==> src/rtl/alu_pkg.sv <==
// Shared ALU definitions: logic opcodes and the N/Z(/P) flag bundle.
// BLU_PARITY_EN adds the parity bit to the flag bundle.
package alu_pkg;

  localparam int OP_W = 3;

  typedef enum logic [OP_W-1:0] {
    OP_AND = 3'b000,
    OP_ORR = 3'b001,
    OP_EOR = 3'b010,
    OP_BIC = 3'b011,
    OP_ORN = 3'b100,
    OP_MVN = 3'b101,
    OP_TST = 3'b110,
    OP_TEQ = 3'b111
  } op_e;

  typedef struct packed {
    logic n;
    logic z;
`ifdef BLU_PARITY_EN
    logic p;
`endif
  } flags_t;

endpackage

==> src/rtl/logic_flags_calc.sv <==
// Combinational logic op, flag derivation and write-back/flag-force decode.
// BLU_PARITY_EN adds the parity term to the flag bundle.
module logic_flags_calc
  import alu_pkg::*;
#(
  parameter int WIDTH = 32
) (
  input  logic [OP_W-1:0]  op,
  input  logic [WIDTH-1:0] a,
  input  logic [WIDTH-1:0] b,
  output logic [WIDTH-1:0] r,
  output flags_t           fl,
  output logic             wr,
  output logic             force_flags
);

  // Select the bitwise function for this opcode
  always_comb begin
    r = '0;
    case (op)
      OP_AND:  r = a & b;
      OP_ORR:  r = a | b;
      OP_EOR:  r = a ^ b;
      OP_BIC:  r = a & ~b;
      OP_ORN:  r = a | ~b;
      OP_MVN:  r = ~b;
      OP_TST:  r = a & b;
      OP_TEQ:  r = a ^ b;
      default: r = '0;
    endcase
  end

  // Derive flags from the result; TST/TEQ skip write-back but force flags
  always_comb begin
    fl   = '0;
    fl.n = r[WIDTH-1];
    fl.z = (r == '0);
`ifdef BLU_PARITY_EN
    fl.p = ^r;
`endif
    force_flags = (op[2:1] == 2'b11);
    wr          = !force_flags;
  end

endmodule

==> src/rtl/bitwise_logic_unit.sv <==
// Registered bitwise logic unit with valid/ready handshake and N/Z flags.
// BLU_PARITY_EN adds the persistent parity flag output p.
module bitwise_logic_unit
  import alu_pkg::*;
#(
  parameter int WIDTH = 32
) (
  input  logic             clk,
  input  logic             rst,
  input  logic             in_valid,
  output logic             in_ready,
  input  logic [OP_W-1:0]  op,
  input  logic             set_flags,
  input  logic [WIDTH-1:0] a,
  input  logic [WIDTH-1:0] b,
  output logic             out_valid,
  input  logic             out_ready,
  output logic [WIDTH-1:0] o,
  output logic             wr_en,
  output logic             n,
  output logic             z
`ifdef BLU_PARITY_EN
  ,
  output logic             p
`endif
);

  logic [WIDTH-1:0] r;
  flags_t           fl;
  flags_t           flg;
  logic             wr;
  logic             force_flags;
  logic             fire;

  logic_flags_calc #(.WIDTH(WIDTH)) u_calc (
    .op          (op),
    .a           (a),
    .b           (b),
    .r           (r),
    .fl          (fl),
    .wr          (wr),
    .force_flags (force_flags)
  );

  assign in_ready = !out_valid || out_ready;
  assign fire     = in_valid && in_ready;

  // Result stage: load on fire, drop valid once consumed, hold otherwise
  always_ff @(posedge clk) begin
    if (rst) begin
      out_valid <= 1'b0;
      o         <= '0;
      wr_en     <= 1'b0;
    end else if (fire) begin
      out_valid <= 1'b1;
      o         <= r;
      wr_en     <= wr;
    end else if (out_ready) begin
      out_valid <= 1'b0;
    end
  end

  // Persistent flags: only S-suffixed ops and TST/TEQ update them
  always_ff @(posedge clk) begin
    if (rst) begin
      flg <= '0;
    end else if (fire && (set_flags || force_flags)) begin
      flg <= fl;
    end
  end

  assign n = flg.n;
  assign z = flg.z;
`ifdef BLU_PARITY_EN
  assign p = flg.p;
`endif

endmodule
==> config.mk <==
export PLATFORM = sky130hd
export DESIGN_NAME = bitwise_logic_unit
export DESIGN_NICKNAME = d
export VERILOG_FILES = /design/src/rtl/alu_pkg.sv /design/src/rtl/logic_flags_calc.sv /design/src/rtl/bitwise_logic_unit.sv
export SDC_FILE = /design/constraint.sdc
export NUM_CORES = 1
export LEC_CHECK = 0
export BUFFER_PORTS_ARGS = -buffer_cell sky130_fd_sc_hd__buf_2
export CAP_MARGIN = 20
export CORE_MARGIN = 3
export CORE_UTILIZATION = 46
export DETAILED_ROUTE_END_ITERATION = 10
export GPL_TIMING_DRIVEN = 0
export MAX_ROUTING_LAYER = met4
export PLACE_DENSITY = 0.85
export SETUP_SLACK_MARGIN = 0.02
export SLEW_MARGIN = 20
export SYNTH_ARGS = -nofsm -noshare
export SYNTH_HDL_FRONTEND = slang
export SYNTH_HIERARCHICAL = 1
export SYNTH_SLANG_ARGS = --single-unit
==> constraint.sdc <==
create_clock -name clk -period 1.5 [get_ports clk]
set_input_delay 0.075 -clock clk [delete_from_list [all_inputs] [get_ports clk]]
set_output_delay 0.075 -clock clk [all_outputs]
set_load 0.01 [all_outputs]
# == After elaboration in Yosys (flattened, before gate mapping) ==
# Index checks and enable logic that the tools add are counted.
# word_totals
elab_cells,33
output_inout_bits,37
reg_bits,36
# classes
reduce_logical,11
bitwise,6
eq_ne,8
mux,3
# ops
op,n
one-hot mux 32 bit (6 select lines),1
bitwise AND 32 bit,2
bitwise OR 32 bit,2
logical NOT 32 bit,1
inverter 32 bit,1
bitwise XOR 32 bit,1
"equality test 3 bit, second input constant",4
"equality test 3 x 2 -> 1 bit, second input constant",2
OR reduction 2 bit,2
"equality test 3 x 1 -> 1 bit, second input constant",1
logical NOT 3 bit,1
"equality test 2 bit, second input constant",1
logical AND 1 bit,2
logical NOT 1 bit,2
logical OR 1 bit,2
2-to-1 mux 1 bit,2
nonzero test 2 bit,1

# == Logic depth before layout (Yosys ltp) ==
# Gate-level depths: netlist (run 1).
# depth
ltp_word,4
depth_mapped,11
depth_no_buf,8

# == Modules after synthesis ==
# Netlist (run 1), hierarchy kept.
# by_module_without_submodules
mod,seq_area_each_um2,area_per_inst_um2,instances,cells_each
bitwise_logic_unit,720.7,1602.8,1,165
logic_flags_calc,0.0,1410.1,1,239

# == Worst setup path before layout (run 1) ==
# Ideal clock, no wire load.
# synth_path
path_type,input-to-reg
start,input op[1]
end,"register flg, in the netlist z"
setup_slack_ns,-0.067
path_stages,11
required_time_ns,1.428
arrival_time_ns,1.495
cell_sequence,buf_4 > nor2b_1 > buf_6 > buf_2 > o21ai_0 > a22oi_1 > nor4_1 > nand4_1 > nor2_1 > nand2b_1 > mux2i_1
# synth_rtl
item,line,source
start: declaration,bitwise_logic_unit.sv:12,"input logic [OP_W-1:0] op,"
end signal: assignment,bitwise_logic_unit.sv:68,flg <= fl;
end: declaration,bitwise_logic_unit.sv:30,flags_t flg;

==> results of run 1 <==
-- worst min path at each step --
stage | from | end | slack, ps
after global routing | rst | z$_SDFFE_PP0P_ | 70
after CTS | rst | z$_SDFFE_PP0P_ | 50
after global placement | rst | z$_SDFFE_PP0P_ | 360
final | rst | z$_SDFFE_PP0P_ | 50
after floorplan | rst | z$_SDFFE_PP0P_ | 260
after detailed placement | rst | z$_SDFFE_PP0P_ | 370
-- through the flow --
step | TNS (ps) | instances | area [um^2] | worst slack [ps] | total power, mW
floorplan | 0 | 404 | 3186 | 29.79 | 1.763
global placement | -9498 | 585 | 3810 | -615.5 | 2.103
detailed placement | -10030 | 585 | 3810 | -614.6 | 2.125
CTS | -18.96 | 595 | 4080 | -18.96 | 2.939
global route | -205.4 | 603 | 4258 | -205.4 | 3.192
finish | -139.6 | 603 | 4258 | -139.6 | 3.050
-- final cells by class --
type	instances	area, um^2	area share
tap	75	93.84	0.02204
multi-input combinational	317	2212	0.5195
timing repair buffer	118	643.1	0.1510
buffer	47	465.4	0.1093
sequential	36	720.7	0.1693
clock buffer	7	96.34	0.02263
inverter	3	26.28	0.006171
-- where the power goes --
part	switching (mW)	internal, mW
registers	0.0367	1.03
logic	0.684	0.537
clock network	0.355	0.409
-- cell usage in the layout, fill, tap and decap left out, types with 2 or more instances in the layout --
cell | Yosys | final
sky130_fd_sc_hd__a21oi_1 | 26 | 26
sky130_fd_sc_hd__a21oi_2 | 8 | 8
sky130_fd_sc_hd__a22oi_1 | 32 | 5
sky130_fd_sc_hd__a22oi_2 | 0 | 27
sky130_fd_sc_hd__buf_12 | 4 | 5
sky130_fd_sc_hd__buf_2 | 13 | 112
sky130_fd_sc_hd__buf_4 | 7 | 14
sky130_fd_sc_hd__buf_6 | 5 | 13
sky130_fd_sc_hd__buf_8 | 0 | 2
sky130_fd_sc_hd__clkbuf_1 | 16 | 7
sky130_fd_sc_hd__clkbuf_16 | 0 | 2
sky130_fd_sc_hd__clkbuf_2 | 2 | 4
sky130_fd_sc_hd__clkbuf_4 | 0 | 2
sky130_fd_sc_hd__clkbuf_8 | 0 | 11
sky130_fd_sc_hd__dfxtp_1 | 36 | 36
sky130_fd_sc_hd__mux2i_1 | 2 | 2
sky130_fd_sc_hd__nand2b_1 | 4 | 4
sky130_fd_sc_hd__nand3_1 | 19 | 19
sky130_fd_sc_hd__nand3_2 | 14 | 14
sky130_fd_sc_hd__nand3b_1 | 32 | 32
sky130_fd_sc_hd__nand4_1 | 2 | 2
sky130_fd_sc_hd__nor2_1 | 66 | 66
sky130_fd_sc_hd__nor2b_4 | 1 | 2
sky130_fd_sc_hd__nor4_2 | 0 | 7
sky130_fd_sc_hd__o21ai_0 | 48 | 23
sky130_fd_sc_hd__o21ai_1 | 17 | 29
sky130_fd_sc_hd__o21ai_2 | 0 | 13
sky130_fd_sc_hd__o31a_1 | 32 | 32
-- state kept, by name, summed over array words and instances (netlist names) --
name       flops
wr_en          1
z              1
n              1
o             32
out_valid      1
-- worst min-delay path: stages --
cell and delay (ps):
sky130_fd_sc_hd__buf_2 80, sky130_fd_sc_hd__nand2b_1 90, sky130_fd_sc_hd__mux2i_1 60
-- metal layers --
metal,global-route usage,up-vias
met5,-,-
met4,0.1034,0
met3,0.05676,41
met2,0.4431,219
met1,0.3640,1750
li1,-,1744
-- cells by family (layout without fill, tap and decap cells) --
family	count (synthesis)	count (layout)	share of synthesized area
buf+inv	51	175	0.1175
mux	2	2	0.006645
simple gates	151	151	0.2865
compound gates	163	163	0.3472
xor+xnor	1	1	0.002908
flops	36	36	0.2392
-- timing repair --
action,in CTS,in global routing
buffers inserted,3,6
pin swaps,5,11
gates cloned,1,2
endpoints found under the setup margin,19,2
resized for setup,38,26
==> results.md, run 1 <==
* Number of flops mapped to enable cells by yosys at 0
* Core Rows at 28
* Min setup slack post-route at -139.6 ps
* Final number of max-transition violations at 0
* Element type at the critical path start: primary input
* DRC violations left at 0
* Leakage component of the power at 1.732 nW
* Top cell type's share of synthesized area at 0.2392
* Number of logic stages on the critical path including buffering at 13
* Power per Cell Area at 716.4 mW/mm^2
* Number of port buffers at 106
* I/O pins at 109
* TritonCTS clock tree: yes
* Fraction of final layout cells with drive strength greater than 1 at 0.4602
* Util after Layout at 0.6945
* Critical path cell sequence: buf_12 -> nor2b_4 -> buf_8 -> buf_8 -> buf_6 -> buf_6 -> o21ai_2 -> a22oi_2 -> nor4_2 -> nand4_1 -> nor2_1 -> nand2b_1 -> mux2i_1
* Number of clock sinks at 36
* HPWL Detailed at 7.723 mm
* Level count of the clock H-tree at 2
* Number of global-route vias before repair at 3524
* Critical Path Sink: z$_SDFFE_PP0P_
* Synthesized instance count at 404
* R2R depth at 6
* Highest routed metal layer: met4
* Peak ir drop on the vdd network at 0.5135 mV
* Crit path launch: op[1]
* Worst hold margin at 47.67 ps
* Initial Util at 0.4914
* 1st-pass router iterations at 5
* Worst setup path class: primary input to flop
* Number of setup violations in the final report at 1
* Final Cycle Share at 1.093
* Cell taking the most area after synthesis: sky130_fd_sc_hd__dfxtp_1
* Setup repair after global routing missed its margin: yes
* Reg2reg setup slack at 370 ps
* Overall fraction of global-route tracks in use at 0.2842
* Residual antenna-violating net count after detailed routing at 0
* Num CTS Buffers at 5
* CTS hold repair buffers at 0
* Gr ovfl total at 0
* Count of inserted antenna diode cells at 0
* Ys async rst share at 0
* Yosys Warn Count at 6
* Maximum clock frequency at 0.6099 GHz
* Clk slew on worst S/H paths at 70 ps
* Count of vias placed by the detailed router at 3754
* Violations in the final reports: negative setup slack
* Placeable core region at 0.006131 mm^2
* Rel. slew slack at 0.6186
* Routed wl met2 at 5.276 mm
* Worst skew pair latency at 300 ps
* Worst path required time at 1730 ps
* Cell with the most instances after synthesis: sky130_fd_sc_hd__nor2_1
* Signed area change from the synthesized netlist to the final layout at 41.32%
* Worst path arrival time at 1870 ps
* Fill cell instance count of the final layout at 494
* Largest net degree at the start of global routing at 11
* Net count of the finished layout at 600
* Routability cong. at 0.9545
* Synth cell count leaders: sky130_fd_sc_hd__nor2_1 (66), sky130_fd_sc_hd__o21ai_0 (48), sky130_fd_sc_hd__dfxtp_1 (36)
* Result of the run: finished, violations left
* Net count of the mapped netlist at 476
* Slowest stage cell on the critical path: sky130_fd_sc_hd__nor4_2
* Via density per instance at 6.226
* Clock period minus worst slack at 1640 ps
* Number of flip-flops and latches in the synthesized netlist at 36
* Metal3 WL at 1.047 mm
* Total of max-cap violations at 0
* Wire length on met1 at 4.442 mm
* Number of antenna violations at the first check in global routing at 0
* Capturing point of the worst reg2reg path: o[28]$_SDFFE_PP0P_
* Critical path buffers and inverters at 5
* Synth Cell Area at 0.003013 mm^2
* Number of hold violations in the final report at 0
* Detailed Route WL at 11.12 mm
* Total die area at 0.007557 mm^2
* DIE HEIGHT at 86.93 um
* Horizontal die dimension at 86.93 um
* Hold Crit Depth at 3
* Kind of end point of the critical path: flop
* Class of the tightest hold or removal check: primary input to flop
* Syn Area/Cell at 7.458 um^2
* Start of the worst register-to-register path: out_valid$_SDFFE_PP0P_
* Clock Tree Root: sky130_fd_sc_hd__clkbuf_8
* Wire length of the first global-routing pass at 16.67 mm
* Critical path fanouts, max at 6
* Fraction of the yosys area taken by sequential cells at 0.2392
* Max stage delay on crit path at 340 ps
* Slew at the pin closest to its max-slew limit at 572.1 ps
* Category of cells accounting for the largest share of critical-path delay: simple AND/OR/NAND/NOR gates
* Worst Clk Skew at 5.355 ps
* Clock tree buffer depth at 2
* Prevailing post-synth register cell: sky130_fd_sc_hd__dfxtp_1
* Area contributors post-synth: sky130_fd_sc_hd__dfxtp_1 (24%), sky130_fd_sc_hd__o31a_1 (9.3%), sky130_fd_sc_hd__nor2_1 (8.2%)
* Number of distinct library cells after synthesis at 31
* Number of DRC violations after detailed-routing iteration 0 at 386
* Post-detailed-route wirelength per cell at 18.45 um
Power figures use the tool's default switching activity.
==> run 2, diff against run 1 <==
- SKIP_LAST_GASP: unset -> 1
==> run 2 against run 1 <==
Net effect:
- the run still ends with negative setup slack left
- critical path depth stayed put
- flip-flop and latch count is the same
- hold slack improved by 2.2 ps
- global-route usage shrank 0.081 points
- core utilization is the same
- final area unchanged
- via count shrank 0.29%
- largest power group unchanged
- wire length increased by 0.67%
- combinational power hardly changed
- fmax rose by 0.37%
- total power decreased by 0.11%
==> results.md, run 2 (same netlist as run 1, synthesis figures left out) <==
* Result of the run: finished, violations left
* Violations in the final reports: negative setup slack
* Setup repair after global routing missed its margin: yes
* Leakage component of the power at 1.732 nW (unchanged)
* Routability cong. at 0.9545 (unchanged)
* Final Cycle Share at 1.089 (-0.004059)
* Largest net degree at the start of global routing at 11 (unchanged)
* Detailed Route WL at 11.20 mm (+0.67%)
* Wire length on met1 at 4.625 mm (+4.1%)
* Placed cell count at 585 (unchanged)
* Number of antenna violations at the first check in global routing at 0 (unchanged)
* Clk slew on worst S/H paths at 70 ps (about the same)
* Core Rows at 28 (unchanged)
* TritonCTS clock tree: yes
* Worst skew pair latency at 300 ps (about the same)
* Critical path fanouts, max at 6 (unchanged)
* DRC violations left at 0 (unchanged)
* HPWL Detailed at 7.723 mm (unchanged)
* Clock tree buffer depth at 2 (unchanged)
* Worst Clk Skew at 6.885 ps (+1.530 ps)
* Number of setup violations in the final report at 1 (unchanged)
* Endpoint, Worst Hold: z$_SDFFE_PP0P_
* DIE HEIGHT at 86.93 um (unchanged)
* Wire length of the first global-routing pass at 16.60 mm (-0.41%)
* Peak ir drop on the vdd network at 0.5133 mV (about the same)
* Post-Place Setup Slack at -614.6 ps (unchanged)
* Final standard cell area without fillers at 0.004258 mm^2 (unchanged)
* Count of vias placed by the detailed router at 3743 (-0.29%)
* Num CTS Buffers at 5 (unchanged)
* Number of clock sinks at 36 (unchanged)
* Number of port buffers at 106 (unchanged)
* Worst path arrival time at 1860 ps (about the same)
* Total of max-cap violations at 0 (unchanged)
* Net count of the finished layout at 600 (unchanged)
* Routed wl met2 at 5.201 mm (-1.4%)
* Horizontal die dimension at 86.93 um (unchanged)
* Number of DRC violations after detailed-routing iteration 0 at 419 (+8.5%)
* Fraction of final layout cells with drive strength greater than 1 at 0.4602 (unchanged)
* Clock Tree Root: sky130_fd_sc_hd__clkbuf_8
* Clock period minus worst slack at 1633 ps (-6.088 ps)
* Start of the worst register-to-register path: out_valid$_SDFFE_PP0P_
* Metal3 WL at 904 um (-14%)
* Slew at the pin closest to its max-slew limit at 545.6 ps (-26.51 ps)
* Worst setup path class: primary input to flop
* Signed area change from the synthesized netlist to the final layout at 41.32% (unchanged)
* Final number of max-transition violations at 0 (unchanged)
* Count of inserted antenna diode cells at 0 (unchanged)
* Final standard cell count with taps included and fillers excluded at 603 (unchanged)
* Min setup slack post-route at -133.5 ps (+6.088 ps)
* 1st-pass router iterations at 7 (+2)
* Hold Crit Depth at 3 (unchanged)
* Register name with the most flops: o
* Reg2reg setup slack at 370 ps (about the same)
* Power after layout at 3.047 mW (-0.11%)
* Post-detailed-route wirelength per cell at 18.57 um (+0.67%)
* Commonest non-fill, non-tap cell in the layout: sky130_fd_sc_hd__buf_2
* Number of global-route vias before repair at 3509 (-0.43%)
* Maximum clock frequency at 0.6122 GHz (+0.37%)
* Highest routed metal layer: met4
* Commonest cells after routing, fill and taps aside: sky130_fd_sc_hd__buf_2 (112), sky130_fd_sc_hd__nor2_1 (66), sky130_fd_sc_hd__dfxtp_1 (36)
* Hold Startpoint: rst
* Initial Util at 0.4914 (unchanged)
* Rel. slew slack at 0.6363 (+0.01767)
* Overall fraction of global-route tracks in use at 0.2834 (-0.0008097)
* Area after DPL at 0.003810 mm^2 (unchanged)
* Class of the tightest hold or removal check: primary input to flop
* R2R depth at 5 (-1)
* Element type at the critical path start: primary input
* Total die area at 0.007557 mm^2 (unchanged)
* Kind of end point of the critical path: flop
* Gr ovfl total at 0 (unchanged)
* Via density per instance at 6.207 (-0.29%)
* Power per Cell Area at 715.6 mW/mm^2 (-0.11%)
* Worst hold margin at 49.84 ps (+2.170 ps)
* Worst path required time at 1730 ps (about the same)
* I/O pins at 109 (unchanged)
* Max FFs per register at 32 (unchanged)
* Level count of the clock H-tree at 2 (unchanged)
* Number of hold violations in the final report at 0 (unchanged)
* Residual antenna-violating net count after detailed routing at 0 (unchanged)
* Capturing point of the worst reg2reg path: o[8]$_SDFFE_PP0P_
* Placeable core region at 0.006131 mm^2 (unchanged)
## run 2: how the worst max path moves through the flow
stage | startpoint | endpoint | slack (ps) | cells after the start
finish | op[1] | z$_SDFFE_PP0P_ | -130 | 13
global route | op[1] | z$_SDFFE_PP0P_ | -200 | 13
CTS | op[2] | z$_SDFFE_PP0P_ | -20 | 12
detailed placement | op[0] | z$_SDFFE_PP0P_ | -610 | 11
global placement | op[0] | z$_SDFFE_PP0P_ | -620 | 11
floorplan | op[1] | z$_SDFFE_PP0P_ | 30 | 11
## run 2: worst max-delay path, cell delays in order
cell and delay [ps]:
sky130_fd_sc_hd__buf_12 100, sky130_fd_sc_hd__nor2b_4 130, sky130_fd_sc_hd__buf_8 130, sky130_fd_sc_hd__buf_8 130
sky130_fd_sc_hd__buf_6 120, sky130_fd_sc_hd__buf_6 110, sky130_fd_sc_hd__o21ai_2 140, sky130_fd_sc_hd__a22oi_2 100
sky130_fd_sc_hd__nor4_2 320, sky130_fd_sc_hd__nand4_1 180, sky130_fd_sc_hd__nor2_1 130, sky130_fd_sc_hd__nand2b_1 60
sky130_fd_sc_hd__mux2i_1 120
## run 2: metrics by stage
step	TNS (ps)	util
floorplan	0	-
global placement	-9498	0.6214
detailed placement	-10030	0.6214
CTS	-19.09	0.6649
global route	-201.0	0.6945
finish	-133.5	0.6945
## run 2: layer usage
| layer | vias up | GRT usage |
|---|---|---|
| met3 | 51 | 0.05676 |
| met5 | - | - |
| met1 | 1751 | 0.3640 |
| li1 | 1745 | - |
| met2 | 196 | 0.4403 |
| met4 | 0 | 0.1034 |
## run 2: layout make-up
class                           count  area, um^2
Buffer                             47       465.4
Clock buffer                        7       96.34
Fill cell                         499        1873
Inverter                            3       26.28
Multi-Input combinational cell    317        2212
Sequential cell                    36       720.7
Tap cell                           75       93.84
Timing Repair Buffer              118       643.1
## run 2: timing repair
action / CTS / global route
setup endpoints to repair: 19 / 2
setup buffers: 3 / 6
hold buffers: 0 / 0
resized for setup: 37 / 27
cloned: 1 / 2
hold endpoints to repair: 0 / 0
pin swaps: 5 / 10
## run 2: power by group
part	switching, mW	total (mW)	internal, mW
Combinational	0.684	1.22	0.537
Clock	0.352	0.761	0.409
Sequential	0.0364	1.06	1.03
==> run 3, diff against run 2 <==
- SLEW_MARGIN: 20 -> unset
- SYNTH_HIERARCHICAL: 1 -> unset
==> run 3 against run 2 <==
Net effect:
- the flow still finishes with violations (negative setup slack)
- non-clock buffer count decreased by 12
- clock skew hardly changed
- combinational power fell by 9.8%
- via count increased by 0.91%
- final area down 3.9%
- largest cell class unchanged
==> results.md, run 3 <==
* I/O pins at 109 (unchanged)
* Clk slew on worst S/H paths at 70 ps (about the same)
* Number of clock sinks at 36 (unchanged)
* Overall fraction of global-route tracks in use at 0.2694 (-0.01401)
* Core Rows at 28 (unchanged)
* Routability cong. at 0.8847 (-7.3%)
* Count of inserted antenna diode cells at 0 (unchanged)
* CTS hold repair buffers at 0 (unchanged)
* Synthesized instance count at 431 (+6.7%)
* Signed area change from the synthesized netlist to the final layout at 37.58%
* Placeable core region at 0.006096 mm^2 (-0.57%)
* Element type at the critical path start: primary input
* Syn Area/Cell at 6.898 um^2 (-7.5%)
* DRC violations left at 0 (unchanged)
* Hold Crit Depth at 3 (unchanged)
* Final number of max-transition violations at 0 (unchanged)
* Clock tree buffer depth at 2 (unchanged)
* Num CTS Buffers at 5 (unchanged)
* Kind of end point of the critical path: flop
* Net count of the mapped netlist at 503 (+5.7%)
* Worst Clk Skew at 6.807 ps (-0.07830 ps)
* Endpoint, Worst Hold: out_valid$_SDFFE_PP0P_
* Setup repair after global routing missed its margin: yes
* Worst hold margin at 48.94 ps (-0.9005 ps)
* Worst setup path class: primary input to flop
* Detailed Route WL at 10.32 mm (-7.8%)
* Maximum clock frequency at 0.4963 GHz (-19%)
* Post-Synth Adder-Cell Area at 0 (unchanged)
* Number of setup violations in the final report at 3 (+2)
* Number of hold violations in the final report at 0 (unchanged)
* Commonest cells after routing, fill and taps aside: sky130_fd_sc_hd__buf_2 (110), sky130_fd_sc_hd__a21oi_1 (73), sky130_fd_sc_hd__nand2_1 (62)
* Power after layout at 3.007 mW (-1.3%)
* Level count of the clock H-tree at 2 (unchanged)
* Compound-gate portion of the synthesized area at 0.3300 (-0.01721)
* Commonest non-fill, non-tap cell in the layout: sky130_fd_sc_hd__buf_2
* Total die area at 0.007463 mm^2 (-1.2%)
* Area contributors post-synth: sky130_fd_sc_hd__dfxtp_1 (24%), sky130_fd_sc_hd__a21oi_1 (15%), sky130_fd_sc_hd__mux2i_1 (10%)
* Synth Cell Area at 0.002973 mm^2 (-1.3%)
* Horizontal die dimension at 86.39 um (-0.62%)
* Xor and xnor area share after synthesis at 0.01473 (+0.01182)
* Largest net degree at the start of global routing at 12 (+1)
* Basic-gate share of the synthesized area counting and, or, nand and nor cells at 0.2391 (-0.04749)
* Critical path fanouts, max at 10 (+4)
* Post-detailed-route wirelength per cell at 16.60 um (-11%)
* Residual antenna-violating net count after detailed routing at 0 (unchanged)
* Number of global-route vias before repair at 3418 (-2.6%)
* Number of distinct library cells after synthesis at 34 (+9.7%)
* Power per Cell Area at 735.1 mW/mm^2 (+2.7%)
* 1st-pass router iterations at 5 (-2)
* Ys async rst share at 0 (unchanged)
* Fill cell instance count of the final layout at 537 (+7.6%)
* Class of the tightest hold or removal check: primary input to flop
* Number of port buffers at 106 (unchanged)
* Max FFs per register at 32 (unchanged)
* Start of the worst register-to-register path: out_valid$_SDFFE_PP0P_
* Wire length of the first global-routing pass at 15.93 mm (-4.1%)
* Prevailing post-synth register cell: sky130_fd_sc_hd__dfxtp_1
* Yosys Warn Count at 0 (-6)
* Top cell type's share of synthesized area at 0.2424 (+0.003222)
* Number of flip-flops and latches in the synthesized netlist at 36 (unchanged)
* Worst path required time at 1710 ps (-20 ps)
* DIE HEIGHT at 86.39 um (-0.62%)
* Capturing point of the worst reg2reg path: z$_SDFFE_PP0P_
* Placed cell count at 612 (+4.6%)
* Worst path arrival time at 2220 ps (+360 ps)
* Number of antenna violations at the first check in global routing at 0 (unchanged)
* Hold Startpoint: in_valid
* Peak ir drop on the vdd network at 0.5733 mV (+12%)
* Post-synthesis mux area share at 0.1086 (+0.1019)
* Clock Tree Root: sky130_fd_sc_hd__clkbuf_8
* Setup Total Neg Slack at -532.7 ps (-399.2 ps)
* Seq. cell area at 720.7 um^2 (unchanged)
* Leakage component of the power at 1.762 nW (+1.7%)
* Slew at the pin closest to its max-slew limit at 474.1 ps (-71.50 ps)
* R2R depth at 5 (unchanged)
* Main combinational cell family by area after synthesis: compound AO/OA/AOI/OAI gates
* HPWL Detailed at 7.483 mm (-3.1%)
* Reg2reg setup slack at -440 ps (-810 ps)
* Violations in the final reports: negative setup slack
* Synth cell count leaders: sky130_fd_sc_hd__a21oi_1 (88), sky130_fd_sc_hd__nand2_1 (64), sky130_fd_sc_hd__nor3_1 (49), sky130_fd_sc_hd__dfxtp_1 (36), sky130_fd_sc_hd__mux2i_1 (30)
* Via density per instance at 6.072 (-2.2%)
* Final Cycle Share at 1.343 (+0.2544)
* Clock period minus worst slack at 2015 ps (+381.6 ps)
* Number of DRC violations after detailed-routing iteration 0 at 280 (-33%)
* Net count of the finished layout at 618 (+3.0%)
* Fraction of the yosys area taken by sequential cells at 0.2424 (+0.003222)
* Multi-input combinational cell area at 0.002271 mm^2 (+2.7%)
* Util after Layout at 0.6710 (-0.02351)
* Gr ovfl total at 0 (unchanged)
* Number of flops mapped to enable cells by yosys at 0 (unchanged)
* Count of vias placed by the detailed router at 3777 (+0.91%)
* Worst skew pair latency at 290 ps (about the same)
* Cell taking the most area after synthesis: sky130_fd_sc_hd__dfxtp_1
* Result of the run: finished, violations left
* Register name with the most flops: o
* TritonCTS clock tree: yes
* Rel. slew slack at 0.6839 (+0.04767)
* Fraction of final layout cells with drive strength greater than 1 at 0.3839 (-0.07632)
* Cell with the most instances after synthesis: sky130_fd_sc_hd__a21oi_1
* Final standard cell count with taps included and fillers excluded at 622 (+3.2%)
* Initial Util at 0.4877 (-0.003744)
* Total of max-cap violations at 0 (unchanged)
* Min setup slack post-route at -515.1 ps (-381.6 ps)
## run 3: cell families after synthesis
family | count (synthesis)
buf+inv | 46
compound gates | 161
mux | 32
xor+xnor | 5
simple gates | 151
flops | 36
## run 3: what timing repair did
action / 4_1_cts / 5_1_grt
gates cloned: 0 / 1
pin swaps: 10 / 8
setup endpoints to repair: 23 / 29
gates resized for setup: 22 / 80
buffers inserted: 1 / 1
## run 3: per-stage QoR
step / setup WS, ps / instance area [um^2]
after CTS: -503.2 / 3854
after floorplan: -658.2 / 3058
after global placement: -959.8 / 3682
final: -515.1 / 4090
after detailed placement: -969.5 / 3682
after global routing: -581.3 / 4090
## run 3: routing by layer
metal / GRT usage / wire [um]
met1: 0.3388 / 4207
met2: 0.4402 / 4896
met3: 0.05703 / 951
met4: 0.06941 / 268
met5: - / 0
## run 3: report_power, final
part           internal [mW]  switching (mW)
Clock                  0.493           0.350
Combinational          0.468           0.634
Sequential              1.03          0.0370
## run 3: worst max-delay path by stage
stage	startpoint	to	slack, ps	depth (start not counted)
global route	op[0]	z$_SDFFE_PP0P_	-580	12
CTS	op[1]	z$_SDFFE_PP0P_	-500	10
finish	op[1]	z$_SDFFE_PP0P_	-520	10
detailed placement	op[0]	z$_SDFFE_PP0P_	-970	11
global placement	op[0]	z$_SDFFE_PP0P_	-960	11
floorplan	op[1]	z$_SDFFE_PP0P_	-660	10
## run 3: cell type report
cell class / count / share of cell area
Timing Repair Buffer: 109 / 0.1346
Buffer: 44 / 0.08382
Clock inverter: 2 / 0.008565
Clock buffer: 6 / 0.01774
Sequential cell: 36 / 0.1762
Multi-Input combinational cell: 349 / 0.5552
Inverter: 1 / 0.0009177
Tap cell: 75 / 0.02294
## run 3: worst max-delay path: stages
cell and delay (ps):
sky130_fd_sc_hd__buf_8 120, sky130_fd_sc_hd__nor2b_4 130, sky130_fd_sc_hd__or2_1 230, sky130_fd_sc_hd__clkbuf_8 160, sky130_fd_sc_hd__buf_6 140, sky130_fd_sc_hd__a21oi_2 150
sky130_fd_sc_hd__o21ai_2 80, sky130_fd_sc_hd__or4_1 400, sky130_fd_sc_hd__or4_1 530, sky130_fd_sc_hd__o31ai_2 220
